==> config.mk <==
export PLATFORM = sky130hd
export DESIGN_NAME = enc_arbiter
export DESIGN_NICKNAME = d
export VERILOG_FILES = /design/src/rtl/enc_pkg.sv /design/src/rtl/enc_rr_arb.sv /design/src/rtl/enc_arbiter.sv
export SDC_FILE = /design/constraint.sdc
export NUM_CORES = 1
export LEC_CHECK = 0
export CORE_AREA = 2 2 185 187
export CTS_CLUSTER_SIZE = 16
export DETAILED_ROUTE_END_ITERATION = 10
export DIE_AREA = 0 0 187 189
export HOLD_SLACK_MARGIN = 0.05
export PLACE_DENSITY = 0.68
export SLEW_MARGIN = 20
export SYNTH_ARGS = -nofsm -noshare
export SYNTH_HDL_FRONTEND = slang
export SYNTH_SLANG_ARGS = --single-unit
==> constraint.sdc <==
create_clock -name clk -period 6.5 [get_ports clk]
set_input_delay 0.65 -clock clk [delete_from_list [all_inputs] [get_ports clk]]
set_output_delay 0.65 -clock clk [all_outputs]
set_load 0.005 [all_outputs]
==> src/rtl/enc_pkg.sv <==
`default_nettype none
// ============================================================================
// Module   : enc_pkg
// Purpose  : Shared constants, types and helpers for the encoder arbiter.
//            - ENC_TDATA_W : width of one encoder count beat
//            - DEF_N_CH / DEF_CNT_W : default channel count / counter width
//            - ch_id_w()   : width of a channel index (clog2, minimum 1)
//            - out_state_e : output register occupancy
// Revision : 1.0 - initial release
// ============================================================================
package enc_pkg;

  localparam int ENC_TDATA_W = 64;
  localparam int DEF_N_CH    = 4;
  localparam int DEF_CNT_W   = 32;

  function automatic int ch_id_w(input int n_ch);
    return (n_ch > 1) ? $clog2(n_ch) : 1;
  endfunction

  typedef enum logic [0:0] {
    OUT_EMPTY = 1'b0,
    OUT_FULL  = 1'b1
  } out_state_e;

endpackage
`default_nettype wire

==> src/rtl/enc_rr_arb.sv <==
`default_nettype none
// ============================================================================
// Module   : enc_rr_arb
// Purpose  : Combinational round-robin selector. Finds the first requesting
//            channel searching upward from (last_grant+1) modulo N_CH.
// Ports    : request     in  N_CH  requesting channels
//            last_grant  in  ID_W  most recently granted channel
//            enable      in  1     grant allowed this cycle
//            grant_valid out 1     a channel is granted
//            grant_idx   out ID_W  granted channel index
// Revision : 1.0 - initial release
// ============================================================================
module enc_rr_arb
  import enc_pkg::*;
#(
  parameter int N_CH = DEF_N_CH,
  parameter int ID_W = ch_id_w(N_CH)
) (
  input  logic [N_CH-1:0] request,
  input  logic [ID_W-1:0] last_grant,
  input  logic            enable,
  output logic            grant_valid,
  output logic [ID_W-1:0] grant_idx
);

  logic            found;
  int              cand;
  logic [ID_W-1:0] cand_idx;

  // Offsets 1..N_CH visit every channel once, ending on last_grant itself,
  // so a lone requester is always served even if it was granted last.
  always_comb begin
    found     = 1'b0;
    cand      = 0;
    cand_idx  = '0;
    grant_idx = '0;
    for (int k = 1; k <= N_CH; k++) begin
      cand = int'(last_grant) + k;
      if (cand >= N_CH) begin
        cand = cand - N_CH;
      end
      cand_idx = ID_W'(cand);
      if (!found && request[cand_idx]) begin
        found     = 1'b1;
        grant_idx = cand_idx;
      end
    end
    grant_valid = enable & found;
  end

endmodule
`default_nettype wire

==> src/rtl/enc_arbiter.sv <==
`default_nettype none
// ============================================================================
// Module   : enc_arbiter
// Purpose  : Merges N_CH encoder count streams into one AXI-Stream towards
//            the packetizer through a single-entry output register, with
//            round-robin fairness and per-channel accepted-event counters.
// Ports    : clk, areset (async, active-high)
//            s_axis_tdata/tuser/tvalid/tready : per-channel input streams
//            ch_enable  : per-channel grant enable mask
//            cnt_clear  : synchronous clear of all event counters
//            m_axis_tdata/tuser/tvalid/tready/tlast/tid : merged stream
//            ev_count   : accepted-event counters, channel i at slice i
// Revision : 1.0 - initial release
// ============================================================================
module enc_arbiter
  import enc_pkg::*;
#(
  parameter int N_CH  = DEF_N_CH,
  parameter int CNT_W = DEF_CNT_W
) (
  input  logic                          clk,
  input  logic                          areset,
  input  logic [N_CH*ENC_TDATA_W-1:0]   s_axis_tdata,
  input  logic [N_CH-1:0]               s_axis_tuser,
  input  logic [N_CH-1:0]               s_axis_tvalid,
  output logic [N_CH-1:0]               s_axis_tready,
  input  logic [N_CH-1:0]               ch_enable,
  input  logic                          cnt_clear,
  output logic [ENC_TDATA_W-1:0]        m_axis_tdata,
  output logic                          m_axis_tuser,
  output logic                          m_axis_tvalid,
  input  logic                          m_axis_tready,
  output logic                          m_axis_tlast,
  output logic [ch_id_w(N_CH)-1:0]      m_axis_tid,
  output logic [N_CH*CNT_W-1:0]         ev_count
);

  localparam int ID_W = ch_id_w(N_CH);

  out_state_e            state, state_next;
  logic                  load_en;
  logic                  grant_valid;
  logic [ID_W-1:0]       grant_idx;
  logic [ID_W-1:0]       last_grant;
  logic [N_CH-1:0]       eligible;
  logic [N_CH-1:0]       accept;
  logic [ENC_TDATA_W-1:0] data_q;
  logic                  user_q;
  logic [ID_W-1:0]       tid_q;

  assign eligible = s_axis_tvalid & ch_enable;
  assign load_en  = (state == OUT_EMPTY) || m_axis_tready;

  // Grants are suppressed while reset is held so no input beat is consumed.
  enc_rr_arb #(
    .N_CH (N_CH),
    .ID_W (ID_W)
  ) u_rr_arb (
    .request     (eligible),
    .last_grant  (last_grant),
    .enable      (load_en & ~areset),
    .grant_valid (grant_valid),
    .grant_idx   (grant_idx)
  );

  always_comb begin
    accept = '0;
    if (grant_valid) begin
      accept[grant_idx] = 1'b1;
    end
  end

  assign s_axis_tready = accept;

  // Output register occupancy
  always_ff @(posedge clk or posedge areset) begin
    if (areset) begin
      state <= OUT_EMPTY;
    end else begin
      state <= state_next;
    end
  end

  always_comb begin
    state_next = state;
    if (load_en) begin
      state_next = grant_valid ? OUT_FULL : OUT_EMPTY;
    end
  end

  // Beat capture; contents only change on an accepted grant, so a stalled
  // FULL register holds every output stable.
  always_ff @(posedge clk or posedge areset) begin
    if (areset) begin
      data_q     <= '0;
      user_q     <= 1'b0;
      tid_q      <= '0;
      last_grant <= ID_W'(N_CH - 1);
    end else if (grant_valid) begin
      data_q     <= s_axis_tdata[grant_idx*ENC_TDATA_W +: ENC_TDATA_W];
      user_q     <= s_axis_tuser[grant_idx];
      tid_q      <= grant_idx;
      last_grant <= grant_idx;
    end
  end

  assign m_axis_tvalid = (state == OUT_FULL);
  assign m_axis_tlast  = m_axis_tvalid;
  assign m_axis_tdata  = data_q;
  assign m_axis_tuser  = user_q;
  assign m_axis_tid    = tid_q;

  // Accepted-event counters; clear takes priority over a coincident accept.
  generate
    for (genvar i = 0; i < N_CH; i++) begin : g_cnt
      logic [CNT_W-1:0] cnt_q;

      always_ff @(posedge clk or posedge areset) begin
        if (areset) begin
          cnt_q <= '0;
        end else if (cnt_clear) begin
          cnt_q <= '0;
        end else if (accept[i]) begin
          cnt_q <= cnt_q + CNT_W'(1);
        end
      end

      assign ev_count[i*CNT_W +: CNT_W] = cnt_q;
    end
  endgenerate

endmodule
`default_nettype wire

# Word-level counts from Yosys, hierarchy flattened
# Index checks and enable logic that the tools add are counted.
# op_classes
addsub	12
mul	0
n_div	0
magnitude_cmp	10
eq_ne	0
n_shift	1
muxes	34
n_bitwise	5
reduce_logical	12
# ops
op	count
2-to-1 mux 32 bit	8
variable part select 256 x 9 -> 64 bit	1
adder 32 x 1 -> 32 bit, second input constant	4
2-to-1 mux 2 bit	8
less-than comparator 2 x 3 -> 1 bit, second input constant	5
2-to-1 mux 1 bit	11
binary-select mux 1 bit (select 2 bit)	5
>= comparator 3 bit, second input constant	3
nonzero test 2 bit	4
subtractor 2 x 1 -> 2 bit, second input constant	4
adder 2 x 2 -> 3 bit, second input constant	2
adder 2 x 3 -> 4 bit, second input constant	1
AND 4 bit	1
>= comparator 4 x 3 -> 1 bit, second input constant	1
logical AND 1 bit	4
2-to-1 mux 4 bit	1
adder 2 x 1 -> 3 bit, second input constant	1
logical NOT 1 bit	3
AND 1 bit	2
demux 1 bit (select 2 bit)	1
>= comparator 2 x 1 -> 1 bit, second input constant	1
inverter 1 bit	2
logical OR 1 bit	1
# totals
ff_bits	198
latchBits	0
mem_bits_rw	0
rom_bits	0
inputBits	272
output_inout_bits	201
elab_cells	83
memories	0

# Longest topological paths before layout
# depth
ltp_word	22
mapped_depth	9
depth_no_buf	6

# By module
# A second synthesis with hierarchy kept.
# unflattened
hier_cells	936
hier_area_um2	10717.8
# modules_own_cells
module	instances	cells_each	area_per_inst_um2	seq_area_each_um2
enc_arbiter	1	923	10632.7	4957.3
enc_rr_arb	1	13	85.1	0.0

# Least setup slack after synthesis
# OpenSTA, ideal clock, no wires.
# synth_path
path_type	input-to-reg
start	input areset
end	register state, in the netlist m_axis_tlast
setup_ns	0.089
arrival_time_ns	5.577
t_required_ns	6.411
setup_slack_ns	0.834
cell_stages	4
n_path_buf	1
cell_sequence	clkbuf_1 -> inv_1 -> o21ai_0 -> nand2b_1
# synth_via
elab_chain_cells	4
# synth_lines
element	line	text
start: declaration	enc_arbiter.sv:22	input logic areset,
inverter 1 bit	enc_arbiter.sv:61	.enable (load_en & ~areset),
AND 1 bit	enc_arbiter.sv:61	
AND 1 bit	enc_rr_arb.sv:48	grant_valid = enable & found;
2-to-1 mux 1 bit	enc_arbiter.sv:87	state_next = grant_valid ? OUT_FULL : OUT_EMPTY;
end signal: assignment	enc_arbiter.sv:80	state <= state_next;
end: declaration	enc_arbiter.sv:40	out_state_e state, state_next;
# Every way passes these cells.
# A chain may end at the register's enable or synchronous reset.

# Final worst setup path
# layout_path
start	input s_axis_tvalid[3]
end	output s_axis_tready[1]
# layout_via
elab_chain_cells	18
elab_cells_between_ends	30
classes_between	2 x order compare; 19 x mux; 2 x bitwise; 7 x reduce/logical
# layout_lines
element	line	text
start: declaration	enc_arbiter.sv:25	input logic [N_CH-1:0] s_axis_tvalid,
AND 4 bit (*)	enc_arbiter.sv:51	assign eligible = s_axis_tvalid & ch_enable;
binary-select mux 1 bit (select 2 bit)	enc_rr_arb.sv:43	if (!found && request[cand_idx]) begin
2-to-1 mux 1 bit (not written as such)	enc_rr_arb.sv:43	
2-to-1 mux 1 bit	enc_rr_arb.sv:43	
logical NOT 1 bit	enc_rr_arb.sv:43	
logical AND 1 bit	enc_rr_arb.sv:43	
2-to-1 mux 1 bit	enc_rr_arb.sv:43	
logical NOT 1 bit	enc_rr_arb.sv:43	
[2 not listed]	-	
logical NOT 1 bit	enc_rr_arb.sv:43	
logical AND 1 bit	enc_rr_arb.sv:43	
2-to-1 mux 2 bit	enc_rr_arb.sv:43	
less-than comparator 2 x 3 -> 1 bit (not written as such) / >= comparator 2 x 1 -> 1 bit (equally long branches)	enc_arbiter.sv:69	accept[grant_idx] = 1'b1;
logical AND 1 bit (not written as such)	enc_arbiter.sv:69	
2-to-1 mux 1 bit (not written as such)	enc_arbiter.sv:69	
demux 1 bit (select 2 bit)	enc_arbiter.sv:69	
2-to-1 mux 4 bit (*)	enc_arbiter.sv:68	if (grant_valid) begin
end: declaration	enc_arbiter.sv:26	output logic [N_CH-1:0] s_axis_tready,
# Every way passes the cells marked *; elsewhere a longest branch is shown, timed or not. The select of a mux whose other input is x is not followed.

==> impl_metrics.toml <==
[synthesis]
synth_largest_area_cell = "dfrtp_1"
synth_area_leaders = "dfrtp_1 (45%), mux2i_1 (7.1%), a222oi_1 (5.0%), o31ai_1 (3.8%), or4_1 (3.8%)"
synthFlopType = "dfrtp_1"
async_reset_ff_frac = 1.00
synth_area_um2 = 10800
synth_top_area_frac = 0.454
ys_seq_area_frac = 0.459
ys_warn_count = 0
synth_seq_cells = 198
synth_edf_count = 0
synthCells = 1096
syn_avg_cell_area_um2 = 9.86
synth_nets = 1372
synth_cell_types = 56

[drt]
drtIter0Drc = 1049
routed_via_density = 5.63
drtAntennaViolNets = 0
wire_per_inst_um = 21.4
vias = 11189
wl_mm = 42.5
drc_errors = 0
drtPass1Iterations = 8

[clock_tree]
root_buffer = "clkbuf_16"
cts_tree = "built"
cts_setup_buffers = 0
clkTransAtPathRegs_ns = 0.08
cts.path.max_buffers = 2
hold_buffers = 0
clock_latency_ns = 0.46
post_cts_resized = 0
htree_levels = 4
numCtsBuffers = 17
clock_sinks = 198

[timing]
skew_ns = 0.0185
timing.fmax_mhz = 228
holdWs_ns = 0.500
tightest_slew_ns = 1.06
slew_headroom = 0.286
fin_crit_ns = 4.39
period_share = 0.676
finalSetupViolations = 0
setup_tns_ns = 0
finalHoldViolCount = 0
rsz0062_at_grt = "false"
maxSlewViolCount = 0

[layout]
syn_to_final_growth_pct = 52.8
nNetsFinal = 1797
layout-drive-gt1-share = 0.0541
final_area_um2 = 16500
n_fill_cell = 3064
final_cells = 1986

[critical_path]
critPathSlowestCell = "a221oi_2"
path_common_cell = "clkdlybuf4s50_1"
path_class = "in2out"
r2r_setup_slack_ns = 3.44
cp_max_fo = 57
critPathRequiredTime_ns = 5.85
end_kind = "output port"
critPathArrivalTime_ns = 3.74
critical-path-max-stage-delay_ns = 0.63
crit_chain = "clkdlybuf4s50_1 > a22o_1 > a221oi_2 > o21ai_1 > inv_2 > buf_4 > clkdlybuf4s50_1"
start_kind = "input port"

[run]
cap_violations = 0

[floorplan]
die_area_um2 = 35300
rows = 67
die_w_um = 187
die_h_um = 189
start_util = 0.325
io_pins = 473
core_um2 = 33300

[worst_hold_path]
min_path_type = "reg2reg"

[pwr]
ir_worst_vdd_v = 0.000188
pwr_density_cell_nw_per_um2 = 209
total_power_mw = 3.45
p_leak_nw = 6.50

[grt]
grt_pass1_wl_mm = 63.9
overflow = 0
grt_max_degree = 80
antenna_found_initial = 17
grt_pass1_vias = 10584
grtUsageTotal = 0.234

[run_status]
status = "complete, no violations"

[placed_design]
place_area_um2 = 15900
dp_hpwl_mm = 31.4
io_buffers = 472
place.gp.congestion = 0.948
dp_cells = 1950
area by class of cell:
class                      count  area, um2  share of cell area
multi-input combinational    801       5480               0.332
clock buffer                  17        425              0.0258
inverter                      18       75.1             0.00455
tap                          448        561              0.0340
clock inverter                15        180              0.0109
timing repair buffer         485       4820               0.292
antenna                        4       10.0            0.000606
sequential                   198       4960               0.300
layer usage:
metal	vias up	wire length [um]	global-route usage
li1	5118	-	-
met1	5442	17600	0.306
met2	517	19500	0.361
met3	84	4220	0.0823
met4	28	1100	0.0739
met5	-	192	0
layout by cell type (no fill, tap or decap), types with 35 or more instances in the layout:
cell type / n
o21ai_0: 77
nand4_1: 35
nor2_1: 64
a21oi_1: 80
dfrtp_1: 196
or4_1: 54
a222oi_1: 54
nand3_1: 42
nand2_1: 61
o31ai_1: 54
mux2i_1: 77
clkdlybuf4s50_1: 471
kinds of logic (layout without fill, tap and decap cells):
| logic type | after synthesis | count (layout) | share of synthesized area |
|---|---|---|---|
| multiplexers | 94 | 94 | 0.0891 |
| AND/OR/NAND/NOR | 364 | 364 | 0.188 |
| adder cells (fa/ha/maj) | 4 | 4 | 0.00463 |
| XOR/XNOR | 33 | 33 | 0.0268 |
| buffers and inverters | 97 | 535 | 0.0372 |
| flip-flops | 198 | 198 | 0.459 |
| AO/OA/AOI/OAI | 306 | 306 | 0.195 |
| other | 0 | 4 | 0 |
stage by stage:
stage,worst slack (ns),util
final,2.11,0.496
after global routing,1.97,0.496
after CTS,2.18,0.495
after detailed placement,2.19,0.477
after global placement,2.27,0.477
after floorplan,0.255,-
flip-flops by register name, indices dropped and copies added (netlist names):
register	count
m_axis_tid	2
m_axis_tdata	64
m_axis_tlast	1
m_axis_tuser	1
last_grant	2
g_cnt.cnt_q	128
where the power goes:
part	leakage [nW]	switching (mW)	internal [mW]
Combinational	3.56	0.387	0.505
Sequential	2.65	0.0889	1.36
Clock	0.290	0.558	0.553
Total	6.50	1.03	2.42
cell usage after synthesis, drive strengths merged (16+ instances only):
| cell | instances |
|---|---|
| mux2i | 77 |
| nand4 | 35 |
| o31ai | 54 |
| o21ai | 81 |
| xor2 | 28 |
| or4 | 54 |
| clkbuf | 53 |
| a222oi | 54 |
| and3 | 16 |
| buf | 26 |
| inv | 18 |
| nand3 | 42 |
| nand2 | 63 |
| nor2 | 65 |
| nor2b | 18 |
| a21oi | 80 |
| or3 | 20 |
| dfrtp | 196 |
| mux2 | 17 |
worst paths after layout:
path,startpoint,cells past startpoint,endpoint
worst max-delay path,s_axis_tvalid[3],7,s_axis_tready[1]
worst min-delay path,m_axis_tdata[1],2,m_axis_tdata[1]
worst max register to register,g_cnt[2].cnt_q[0],6,g_cnt[2].cnt_q[24]
worst min register to register,m_axis_tdata[1],2,m_axis_tdata[1]
max in group asynchronous,areset,3,m_axis_tdata[48]
min in group asynchronous,areset,2,m_axis_tlast
critical path: cells and delay by family:
| kind | cells | cell delay, ns |
|---|---|---|
| AOI/OAI and AO/OA | 3 | 1.29 |
| buffers and inverters | 4 | 1.79 |
No activity file was read; power rests on OpenSTA's default activity.
